`config.mk`:
```
export PLATFORM = sky130hd
export DESIGN_NAME = pixel_array_readout
export DESIGN_NICKNAME = d
export VERILOG_FILES = /design/src/rtl/pixel_array_readout.sv
export SDC_FILE = /design/constraint.sdc
export NUM_CORES = 1
export LEC_CHECK = 0
export ABC_AREA = 1
export BUFFER_PORTS_ARGS = -buffer_cell sky130_fd_sc_hd__buf_2
export CORE_MARGIN = 10
export CORE_UTILIZATION = 50
export DETAILED_ROUTE_END_ITERATION = 8
export PLACE_DENSITY = 0.82
export SYNTH_ARGS = -nofsm -noshare
export SYNTH_HDL_FRONTEND = slang
export SYNTH_SLANG_ARGS = --single-unit
```
`constraint.sdc`:
```
create_clock -name CLK -period 3.9 [get_ports CLK]
set_clock_uncertainty 0.2 [all_clocks]
set_input_delay 0.78 -clock CLK [delete_from_list [all_inputs] [get_ports CLK]]
set_output_delay 0.78 -clock CLK [all_outputs]
set_load 0.005 [all_outputs]
```
`src/rtl/pixel_array_readout.sv`:
```
// Pixel array read side: row-by-row capture of the column bus,
// then row-major streaming of the codes over valid/ready.
module pixel_array_readout #(
  parameter int ROWS         = 2,
  parameter int COLS         = 2,
  parameter int DATA_WIDTH   = 8,
  parameter int READ_LATENCY = 1
) (
  input  logic                                   CLK,
  input  logic                                   RESET,
  input  logic                                   START,
  output logic [ROWS-1:0]                        ROW_SELECT,
  input  logic [COLS*DATA_WIDTH-1:0]             PIXEL_BUS,
  output logic [DATA_WIDTH-1:0]                  OUT_DATA,
  output logic [(ROWS > 1 ? $clog2(ROWS) : 1)-1:0] OUT_ROW,
  output logic [(COLS > 1 ? $clog2(COLS) : 1)-1:0] OUT_COL,
  output logic                                   OUT_LAST,
  output logic                                   OUT_VALID,
  input  logic                                   OUT_READY,
  output logic                                   BUSY,
  output logic                                   FRAME_DONE
);

  localparam int RW = (ROWS > 1) ? $clog2(ROWS) : 1;
  localparam int CW = (COLS > 1) ? $clog2(COLS) : 1;
  localparam int WW = (READ_LATENCY > 1) ? $clog2(READ_LATENCY) : 1;

  localparam logic [RW-1:0] LAST_ROW  = RW'(ROWS - 1);
  localparam logic [CW-1:0] LAST_COL  = CW'(COLS - 1);
  localparam logic [WW-1:0] WAIT_INIT = WW'(READ_LATENCY - 1);
  localparam logic          ONE_COL   = (COLS == 1);

  typedef enum logic [2:0] {
    IDLE,
    SELECT,
    CAPTURE,
    STREAM,
    DONE
  } state_t;

  state_t                state;
  logic [DATA_WIDTH-1:0] row_buf [COLS];
  logic [RW-1:0]         row;
  logic [CW-1:0]         col;
  logic [CW-1:0]         col_next;
  logic [WW-1:0]         wait_cnt;
  logic                  xfer;
  logic                  row_is_last;
  logic                  col_is_last;

  function automatic logic [ROWS-1:0] onehot(input logic [RW-1:0] r);
    logic [ROWS-1:0] v;
    v    = '0;
    v[r] = 1'b1;
    return v;
  endfunction

  // Handshake and position decode for the streaming state
  always_comb begin
    xfer        = OUT_VALID && OUT_READY;
    col_next    = col + 1'b1;
    row_is_last = (row == LAST_ROW);
    col_is_last = (col == LAST_COL);
  end

  // Readout FSM with registered array strobes and stream outputs
  always_ff @(posedge CLK) begin
    if (RESET) begin
      state      <= IDLE;
      row        <= '0;
      col        <= '0;
      wait_cnt   <= '0;
      ROW_SELECT <= '0;
      OUT_DATA   <= '0;
      OUT_ROW    <= '0;
      OUT_COL    <= '0;
      OUT_LAST   <= 1'b0;
      OUT_VALID  <= 1'b0;
      BUSY       <= 1'b0;
      FRAME_DONE <= 1'b0;
      for (int c = 0; c < COLS; c++) begin
        row_buf[c] <= '0;
      end
    end else begin
      unique case (state)
        IDLE: begin
          if (START) begin
            state      <= SELECT;
            row        <= '0;
            col        <= '0;
            ROW_SELECT <= onehot('0);
            BUSY       <= 1'b1;
            wait_cnt   <= WAIT_INIT;
          end
        end

        SELECT: begin
          if (wait_cnt == '0) begin
            state <= CAPTURE;
          end else begin
            wait_cnt <= wait_cnt - 1'b1;
          end
        end

        CAPTURE: begin
          for (int c = 0; c < COLS; c++) begin
            row_buf[c] <= PIXEL_BUS[c*DATA_WIDTH +: DATA_WIDTH];
          end
          ROW_SELECT <= '0;
          state      <= STREAM;
          col        <= '0;
          OUT_VALID  <= 1'b1;
          OUT_DATA   <= PIXEL_BUS[0 +: DATA_WIDTH];
          OUT_ROW    <= row;
          OUT_COL    <= '0;
          OUT_LAST   <= row_is_last && ONE_COL;
        end

        STREAM: begin
          if (xfer) begin
            if (!col_is_last) begin
              col      <= col_next;
              OUT_DATA <= row_buf[col_next];
              OUT_COL  <= col_next;
              OUT_LAST <= row_is_last && (col_next == LAST_COL);
            end else begin
              col       <= '0;
              OUT_VALID <= 1'b0;
              OUT_LAST  <= 1'b0;
              OUT_DATA  <= '0;
              OUT_ROW   <= '0;
              OUT_COL   <= '0;
              if (!row_is_last) begin
                row        <= row + 1'b1;
                ROW_SELECT <= onehot(row + 1'b1);
                wait_cnt   <= WAIT_INIT;
                state      <= SELECT;
              end else begin
                FRAME_DONE <= 1'b1;
                state      <= DONE;
              end
            end
          end
        end

        DONE: begin
          state      <= IDLE;
          FRAME_DONE <= 1'b0;
          BUSY       <= 1'b0;
          row        <= '0;
          col        <= '0;
        end

        default: begin
          state      <= IDLE;
          ROW_SELECT <= '0;
          OUT_VALID  <= 1'b0;
          OUT_LAST   <= 1'b0;
          BUSY       <= 1'b0;
          FRAME_DONE <= 1'b0;
        end
      endcase
    end
  end

endmodule

```
==> results.ini <==
[critical_path]
cp.buffers_inverters=1
cpPeakStageDelay_ps=950
crit_family=compound AO/OA/AOI/OAI gates
critical_path.max_fanout=20
r2r_slack_ps=1680
r2r-end=OUT_DATA[4]
cp-start-kind=input pin
cp_data_arrival_time_ps=2340
critPathRequiredTime_ps=3950
critPathKind=in -> reg
r2r_cells=5
crit_chain=buf_2 > nand2_1 > a21oi_1 > o21ai_0 > a31oi_1
worstReg2RegStart=state[2]
end_kind=flop
cpMaxStageDelayCell=a21oi_1

[synthesis]
synth_cell_types=20
ys_top_cells_by_count=nand2_1, dfxtp_1, nor2_1, nand3_1, inv_1
ys_ff_latch=29
synthCells=155
yosys.area.top_type=dfxtp_1
synth_top_area_share_pct=33.9
synth_edf_count=8
yosys_most_used_dff=dfxtp_1
synthTopCellsByArea=dfxtp_1, edfxtp_1, nand2_1, nand3_1, nor2_1
async_reset_ff_share_pct=0
synth_sequential_area_ratio_pct=53.2
yosysMostFrequentCell=nand2_1
yosys_warnings=0
avgSynthCellArea_sq_um=8.01
syn_area_sq_um=1240
syn_nets=175

[power_and_ir_drop]
intPower_w=0.000516
irDropWorstVdd_mv=0.290
p_leak_nw=0.729
combPwrFrac_pct=23.8
clkPwrFrac_pct=25.0
power_switching_w=0.000239
power_density_nw_per_um2=510
power_frac_seq_pct=51.2
power.share.switching_pct=31.7

[timing]
period_needed_ps=2280
maxSlewViolCount=0
worst_slew_pin_slew_ps=1220
hold_viol=0
slew-limit-headroom_pct=18.6
timing.fmax_mhz=438
rsz0062_at_grt=false
finalSetupViolations=0
tns_ps=0
hold_slack_ps=269
post-route-period-util_pct=58.6

[global_routing]
gr-total-overflow=0
grt_pass1_wl_mm=4.77
antenna_found_initial=0
grt_max_degree=21
grt_usage_pct=11.5
first_global_vias=1084

[drt]
vias=1156
wl_per_cell_microns=13.3
routed_wl_mm=2.94
drc=0
ant_nets=0
vias_per_cell=5.23
drt-initial-drc-count=94
first_pass_iters=4

[finish]
layout-drive-gt1-share_pct=24.4
fillers=199
areaGrowthSynthToFinish_pct=19.3
nNetsFinal=212
n_antenna_cell=0

[status]
status=completed

[placed_design]
gp_routability_congestion=0.837
io_buffer_count=35
hpwl_mm=2.21

[clock_tree]
cts_resized=0
hold_buffers=0
clkSlewWorstSetupHoldPaths_ps=90
post_cts_buffers=0
htreeDepth=2
tritoncts=done
clock_sinks=29
clock_path_buffers=2
clkLatencyLatePin_ps=320
clock-root-buffer=clkbuf_4
numCtsBuffers=5

[floorplanning]
io-pin-count=36
rows=17
die_height_microns=69.8
initial_utilization_pct=54.0
design.die.area_sq_um=4880
core_area_sq_um=2300
dieWidth_microns=69.8

[hold_path]
holdPathEnd=col
worstHoldStart=col
worstHoldPathCells=2
hold_class=reg -> reg

[job]
maxCapViolations=0

## layout make-up
class / count / area (sq um) / area share (%)
flip-flops and latches: 29 / 661 / 44.6
inverters: 17 / 63.8 / 4.31
repair buffers: 35 / 175 / 11.8
well taps: 28 / 35.0 / 2.37
clock buffers: 8 / 58.8 / 3.97
multi-input cells: 104 / 487 / 32.9
## per-stage QoR
| step | utilization [%] | instances | power (W) | setup slack [ps] | instance area (sq um) |
|---|---|---|---|---|---|
| CTS | 64.4 | 221 | 0.000760 | 1640 | 1480 |
| detailed placement | 61.9 | 213 | 0.000573 | 1320 | 1420 |
| finish | 64.4 | 221 | 0.000755 | 1620 | 1480 |
| global route | 64.4 | 221 | 0.000806 | 1390 | 1480 |
| global placement | 61.9 | 213 | 0.000564 | 1440 | 1420 |
| floorplan | - | 155 | 0.000510 | 1880 | 1240 |
## flip-flops by register name, indices dropped and copies added (netlist names)
register,flops
row,1
FRAME_DONE,1
OUT_DATA,8
OUT_ROW,1
OUT_LAST,1
row_buf,8
OUT_VALID,1
OUT_COL,1
col,1
ROW_SELECT,2
BUSY,1
state,3
## placed cells by master, fill, tap and decap left out, drive strengths merged, types with 8 or more instances in the layout
cell type  instances
a21oi             11
a31oi              8
buf               35
clkbuf             8
dfxtp             21
edfxtp             8
inv               16
nand2             31
nand3             15
nor2              21
o21ai             15
## tightest hold or removal path, delay by kind of cell (launching register included)
family | cells | cell delay (ps)
AO/OA/AOI/OAI | 1 | 50
flip-flops | 1 | 320
AND/OR/NAND/NOR | 1 | 60
## logic make-up (layout without fill, tap and decap cells)
logic type             after synthesis  in the layout  synth area share, %
AND/OR/NAND/NOR                     69             69                 23.8
flip-flops                          29             29                 53.2
AO/OA/AOI/OAI                       35             35                 15.4
buffers and inverters               22             60                 7.56
## metal layers
layer | up-vias | wire, microns | global-route usage, %
li1 | 593 | - | -
met1 | 523 | 1360 | 13.0
met3 | 7 | 162 | 3.99
met5 | - | 0 | 0
met4 | 0 | 45 | 4.57
met2 | 33 | 1380 | 19.2
## worst max path at each step
stage	end	cells after the start	startpoint	slack [ps]
6_report	OUT_DATA[4]	5	OUT_READY	1620
5_1_grt	OUT_DATA[5]	5	OUT_READY	1390
4_1_cts	OUT_DATA[4]	5	OUT_READY	1640
3_5_place_dp	OUT_DATA[4]	5	OUT_READY	1320
3_3_place_gp	OUT_ROW	6	OUT_READY	1440
2_1_floorplan	row_buf[1][0]	3	RESET	1880
## power groups by stage
stage	clock [W]	sequential, W	combinational [W]
floorplan	0	0.000391	0.000119
global placement	0	0.000390	0.000174
detailed placement	0	0.000393	0.000180
CTS	0.000193	0.000386	0.000181
global route	0.000208	0.000392	0.000205
finish	0.000188	0.000386	0.000180
No activity file was read; power rests on OpenSTA's default activity.
